===== src/rtl/alu_serial_frontend.sv =====
// Bit-serial command front end for the 8-bit ALU.
// Deserializes a 16-bit frame {opcode, operand1, operand2}, drives the ALU,
// waits SETTLE_CYCLES, then serializes the 8-bit result back MSB first.
module alu_serial_frontend #(
  parameter int SETTLE_CYCLES = 2
) (
  input  logic       clk,
  input  logic       rst_n,
  input  logic       ser_in,
  input  logic       ser_valid,
  input  logic       ser_sof,
  output logic [3:0] alu_sel,
  output logic [3:0] alu_a,
  output logic [7:0] alu_b,
  input  logic [7:0] alu_result,
  output logic       ser_out,
  output logic       ser_out_valid,
  output logic       busy,
  output logic       err,
  output logic       ovr
);

  typedef enum logic [1:0] {RX, SETTLE, TX} state_t;

  localparam logic [3:0] SET_LAST = 4'(SETTLE_CYCLES - 1);

  state_t      state, state_nx;
  logic [14:0] rx_shift;   // first 15 bits of the frame in flight
  logic [3:0]  bit_cnt;    // bits accepted so far in this frame
  logic [3:0]  set_cnt;
  logic [2:0]  tx_cnt;
  logic [7:0]  tx_shift;

  logic take, frame_done, settle_done, tx_done, illegal;

  assign take        = ser_valid && (state == RX);
  assign frame_done  = take && !ser_sof && (bit_cnt == 4'd15);
  assign settle_done = (state == SETTLE) && (set_cnt == SET_LAST);
  assign tx_done     = (state == TX) && (tx_cnt == 3'd7);
  // Opcode is taken from the held ALU pins, which are stable until the next frame
  assign illegal     = (alu_sel >= 4'd13);

  // State register
  always_ff @(posedge clk or negedge rst_n) begin
    if (!rst_n) state <= RX;
    else        state <= state_nx;
  end

  // Next-state logic and status outputs decoded from the state
  always_comb begin
    state_nx      = state;
    busy          = (state != RX);
    ser_out_valid = (state == TX);
    ser_out       = (state == TX) && tx_shift[7];
    case (state)
      RX:      if (frame_done)  state_nx = SETTLE;
      SETTLE:  if (settle_done) state_nx = TX;
      TX:      if (tx_done)     state_nx = RX;
      default:                  state_nx = RX;
    endcase
  end

  // Receive path: shift register, bit counter and ALU operand latches
  always_ff @(posedge clk or negedge rst_n) begin
    if (!rst_n) begin
      rx_shift <= '0;
      bit_cnt  <= '0;
      alu_sel  <= '0;
      alu_a    <= '0;
      alu_b    <= '0;
    end else if (take) begin
      if (ser_sof) begin
        // SOF bit is always bit 15; anything collected before it is dropped
        rx_shift <= {14'd0, ser_in};
        bit_cnt  <= 4'd1;
      end else if (bit_cnt == 4'd15) begin
        {alu_sel, alu_a, alu_b} <= {rx_shift, ser_in};
        bit_cnt  <= '0;
      end else begin
        rx_shift <= {rx_shift[13:0], ser_in};
        bit_cnt  <= bit_cnt + 4'd1;
      end
    end
  end

  // Settle timer, result capture and transmit shifter
  always_ff @(posedge clk or negedge rst_n) begin
    if (!rst_n) begin
      set_cnt  <= '0;
      tx_cnt   <= '0;
      tx_shift <= '0;
      err      <= 1'b0;
    end else if (frame_done) begin
      set_cnt <= '0;
    end else if (state == SETTLE) begin
      set_cnt <= set_cnt + 4'd1;
      if (settle_done) begin
        tx_shift <= illegal ? 8'h00 : alu_result;
        err      <= illegal;
        tx_cnt   <= '0;
      end
    end else if (state == TX) begin
      tx_shift <= {tx_shift[6:0], 1'b0};
      tx_cnt   <= tx_cnt + 3'd1;
    end
  end

  // Sticky overrun: any bit offered while not receiving is lost
  always_ff @(posedge clk or negedge rst_n) begin
    if (!rst_n)                     ovr <= 1'b0;
    else if (ser_valid && state != RX) ovr <= 1'b1;
    else if (take && ser_sof)       ovr <= 1'b0;
  end

endmodule


===== config.mk =====
export PLATFORM = sky130hd
export DESIGN_NAME = alu_serial_frontend
export DESIGN_NICKNAME = d
export VERILOG_FILES = /design/src/rtl/alu_serial_frontend.sv
export SDC_FILE = /design/constraint.sdc
export NUM_CORES = 1
export LEC_CHECK = 0
export CAP_MARGIN = 0
export CORE_MARGIN = 3
export CORE_UTILIZATION = 53
export CTS_CLUSTER_DIAMETER = 60
export DETAILED_ROUTE_END_ITERATION = 10
export PLACE_DENSITY = 0.74
export SLEW_MARGIN = 20
export SYNTH_ARGS = -nofsm -noshare
export SYNTH_HDL_FRONTEND = slang
export SYNTH_SLANG_ARGS = --single-unit

===== constraint.sdc =====
create_clock -name clk -period 2.2 [get_ports clk]
set_input_delay 0.44 -clock clk [delete_from_list [all_inputs] [get_ports clk]]
set_output_delay 0.44 -clock clk [all_outputs]
set_load 0.03 [all_outputs]

; After elaboration in Yosys (flattened, before gate mapping)
; Index checks and enable logic that the tools add are counted.
[word_totals]
regBits = 54
out_inout_bits = 21
in_bits = 13
word_cells = 64
[op_classes]
reduce_logical = 19
order_cmp = 1
add_sub_neg = 3
n_mux = 19
bitwise_logic = 2
eq_ne = 9
[op_table]
columns = op, count
row1 = 2-to-1 mux 8 bit, 4
row2 = 2-to-1 mux 15 bit, 2
row3 = 2-to-1 mux 4 bit, 4
row4 = AND reduction 3 bit, 4
row5 = 2-to-1 mux 3 bit, 3
row6 = "adder 4 x 1 -> 4 bit, second input constant", 2
row7 = logical AND 1 bit, 8
row8 = nonzero test 2 bit, 4
row9 = 2-to-1 mux 2 bit, 3
row10 = "inequality test 2 bit, second input constant", 3
row11 = case mux 2 bit (3 select lines), 1
row12 = "equality test 4 x 1 -> 1 bit, second input constant", 1
row13 = "equality test 4 bit, second input constant", 1
row14 = ">= comparator 4 bit, second input constant", 1
row15 = "adder 3 x 1 -> 3 bit, second input constant", 1
row16 = "equality test 3 bit, second input constant", 1
row17 = "equality test 2 x 1 -> 1 bit, second input constant", 1
row18 = "equality test 2 bit, second input constant", 1
row19 = zero test 2 bit, 1
row20 = 2-to-1 mux 1 bit, 2
row21 = "inequality test 2 x 1 -> 1 bit, second input constant", 1
row22 = inverter 1 bit, 2
row23 = AND reduction 2 bit, 1
row24 = zero test 1 bit, 1

; Logic depth before layout (Yosys ltp)
[depth]
ltp_word = 6
mapped_depth = 8
mapped_depth_nobuf = 6

; Worst setup path before layout
; Ideal clock, no wire load.
[synth_path]
path_kind = reg2reg
startpoint = register state[0]
endpoint = register state[1]
path_slack_ns = 0.485
synth_period_minus_slack_ns = 1.715
stages_incl_launch_ff = 8
path_buffers = 1
setup_ns = 0.125
required_ns = 2.075
arrival_ns = 1.591
path_cell_list = dfrtp_1 -> inv_1 -> ha_1 -> nand2_1 -> or2_1 -> buf_2 -> a21oi_1 -> mux2_2
[synth_via]
elab_chain_len = 6
word_cells_on_any_way = 13
[synth_rtl]
columns = element, line
row1 = "start, declared", 27  ; state_t state, state_nx;
row2 = "start signal, assigned", 46  ; else state <= state_nx;
row3 = zero test 2 bit, "36, 55"
row4 = logical AND 1 bit, 36  ; assign take = ser_valid && (state == RX);
row5 = logical AND 1 bit (2 in series), 37  ; assign frame_done = take && !ser_sof && (bit_cnt == 4'd15);
row6 = inequality test 2 bit (no line), -
row7 = AND reduction 3 bit (no line), -
; Parallel ways exist; a longest one is shown, timed or not.
; A chain may end at the register's enable or synchronous reset.

; Final worst setup path
[layout_path]
startpoint = register set_cnt[1]
endpoint = register state[1]
[layout_via]
elab_chain_len = 4
[layout_rtl]
columns = element, line
row1 = "start, declared", 30  ; logic [3:0] set_cnt;
row2 = "start signal, assigned", 96  ; set_cnt <= set_cnt + 4'd1;
row3 = equality test 4 x 1 -> 1 bit, 38  ; assign settle_done = (state == SETTLE) && (set_cnt == SET_LAST);
row4 = logical AND 1 bit, 38
row5 = inequality test 2 bit (no line), -
row6 = AND reduction 3 bit (no line), -
; Every way passes these cells.

==> impl_metrics.csv <==
group,metric,value,unit
status,status,"finished, final reports clean",
place,port_buffers,33,
critical_path,crit_required,2.39,ns
yosys,yosysWarningCount,0,
floorplanning,die-area,5287,µm²
grt,antenna_found_initial,0,
grt,grt_max_degree,27,
sta,worst_slack,0.08185,ns
critical_path,reg2reg_from,"set_cnt[1]$_DFFE_PN0P_",
routing,route.vias.total,1593,
sta,fmax,0.4721,GHz
critical_path,crit_path_start_kind,"flip-flop",
critical_path,rr_worst_depth,6,
clocking,clk_pin_slew_worst_paths,0.10,ns
power,vdd_ir_drop_max,0.4187,mV
power,power_density,722.5,nW/µm²
sta,finalSetupViolations,0,
clocking,ctsRootBufferMaster,"clkbuf_8",
clocking,cts_buffers,5,
critical_path,critPathKind,"reg2reg",
yosys,synth_cell_types,37,
yosys,synthesis.nets,209,
routing,wl_per_cell,17.50,µm
sta,hold_viol,0,
yosys,synth_top_cell_area_share,57.29,%
clocking,hold_buffers,0,
sta,hold_slack,0.1147,ns
place,dp_slack,0.08062,ns
floorplanning,core,4144,µm²
critical_path,critPathSlowestCell,"nor3b_1",
clocking,post-cts-setup-buffers,0,
grt,grt_pass1_wl,8121,µm
routing,vias_per_cell,5.689,
power,design_power_total,2082,µW
sta,tightest_slew,0.7216,ns
routing,postRouteAntennaNets,0,
layout,diodes,0,
min_path,min-delay-path-class,"in2async",
routing,dr.first_iter.drc_count,143,
run,cap_violations,0,
yosys,synth_common_cells,"54 x dfrtp_1, 17 x a22o_1, 13 x nand2_1, 11 x mux2_2, 11 x o21ai_0",
floorplanning,start_util,56.91,%
sta,finalClockSkew,0.01176,ns
clocking,cts.sinks,54,
critical_path,reg2reg_to,"state[1]$_DFFE_PN0P_",
yosys,post-synth-top-count-cell,"dfrtp_1",
yosys,ys_seq_area_share,57.29,%
sta,maxSlewHeadroom,51.68,%
place,gp_congestion,0.8364,
layout,nFillCells,302,
grt,track_usage,20.04,%
routing,first_pass_iters,4,
sta,rsz0062_at_grt,"false",
yosys,yosysTopAreaCell,"dfrtp_1",
yosys,syn_avg_cell_area,12.61,µm²
critical_path,path_max_fanout,3,
sta,fin_crit_sh,96.28,%
sta,setup_tns,0,ns
layout,nNetsFinal,251,
floorplanning,die-width,72.71,µm
grt,grt_overflow,0,
yosys,syn_inst,187,
critical_path,r2r_slack,0.08,ns
yosys,synth_edf_count,0,
critical_path,crit_arrival,2.31,ns
layout,drive_gt1_share,18.70,%
clocking,cts.htree.levels,2,
routing,drt_wl_total,4899,µm
critical_path,crit_path_end_kind,"flip-flop",
clocking,ctsLongestPathBuffers,2,
floorplanning,row_count,23,
floorplanning,die_h,72.71,µm
yosys,synthArstFlopShare,100.0,%
layout,fin_util,69.54,%
yosys,synth-seq-cells,54,
clocking,post_cts_resized,2,
yosys,synth_area_leaders,"dfrtp_1 57%, a22o_1 6.3%, mux2_2 5.3%",
critical_path,critPathMaxStageDelay,0.51,ns
sta,period_needed,2.118,ns
grt,grt_pass1_vias,1691,
yosys,synth.cell_area,2359,µm²
floorplanning,io_pins,34,
clocking,cts_tree,"built",
routing,drc,0,
layout,area_delta_synth_final,22.17,%
power,leakage,0.001461,µW
yosys,ys.flop_type,"dfrtp_1",
clocking,clock_latency,0.31,ns
critical_path,worstPathCellList,"inv_1, ha_1, nor3b_1, o22ai_1, a21oi_1, mux2_2",
place,dp_hpwl,3568,µm
sta,finalMaxSlewViolations,0,
[worst max-delay path: cells and delay by family (launching register included)]
| family | cells | cell delay (ns) |
|---|---|---|
| adder cells (fa/ha/maj) | 1 | 0.15 |
| buffers and inverters | 1 | 0.10 |
| AO/OA/AOI/OAI | 2 | 0.48 |
| flip-flops | 1 | 0.42 |
| AND/OR/NAND/NOR | 1 | 0.51 |
| multiplexers | 1 | 0.34 |
[cell families after synthesis]
family	count (synthesis)	synth area share, %
AOI/OAI and AO/OA	46	13.37
xor gates and xnor gates	3	1.114
adders and majority gates	9	4.775
buffers and inverters	14	2.865
DFF	54	57.29
muxes	20	10.77
and+or+nand+nor	41	9.815
[report_power, final]
| part | internal, µW | total, µW | leakage, µW | switching, µW |
|---|---|---|---|---|
| registers | 1100 | 1190 | 0.000694 | 86.8 |
| logic | 141 | 286 | 0.000713 | 145 |
| clock network | 289 | 606 | 0.0000544 | 317 |
| total | 1530 | 2080 | 0.00146 | 549 |
[worst max path at each step]
stage | startpoint | slack (ns) | to
global route | state[1]$_DFFE_PN0P_ | 0.03 | alu_b[7]$_DFFE_PN0P_
floorplan | state[0]$_DFFE_PN0P_ | 0.48 | state[1]$_DFFE_PN0P_
CTS | state[0]$_DFFE_PN0P_ | 0.05 | ser_out_valid
global placement | ser_valid | 0.16 | alu_a[0]$_DFFE_PN0P_
detailed placement | ser_valid | 0.08 | alu_a[2]$_DFFE_PN0P_
finish | set_cnt[1]$_DFFE_PN0P_ | 0.08 | state[1]$_DFFE_PN0P_
[layer usage]
metal  up-vias  track usage, %  part of all wire, %
met4         0           5.328                 0.35
met3         2           4.545                  3.8
met5         -               0                    0
met2        42           35.07                   53
met1       795           24.93                   43
li1        754               -                    -
[per-stage QoR]
stage | cell area (µm²) | instances
detailed placement | 2773 | 272
CTS | 2875 | 280
global placement | 2773 | 272
floorplan | 2359 | 187
global route | 2882 | 280
finish | 2882 | 280
[final cells by class]
cell class / count / area [µm²] / area share [%]
Clock buffer: 7 / 96.34 / 3.343
Clock inverter: 1 / 8.758 / 0.3040
Inverter: 7 / 26.28 / 0.9119
Multi-Input combinational cell: 119 / 943.4 / 32.74
Sequential cell: 54 / 1351 / 46.90
Tap cell: 50 / 62.56 / 2.171
Timing Repair Buffer: 42 / 392.9 / 13.63
[sequential cells by signal (all words and copies together) (netlist names)]
name,count
set_cnt,4
bit_cnt,4
alu_b,8
state,2
tx_cnt,3
err,1
alu_a,4
alu_sel,4
ovr,1
tx_shift,8
rx_shift,15
[layout by cell type, fill, tap and decap left out, drive strengths merged, types with 3 or more instances in the layout]
cell type	netlist	routed
a22o	17	17
ha	9	9
mux2	19	19
nand3	3	3
dfrtp	54	54
clkdlybuf4s50	0	29
a21oi	10	10
nor2	6	6
inv	7	7
buf	5	10
o21ai	13	13
and3	7	7
nand2	13	13
clkbuf	2	7
Power figures use the tool's default switching activity.
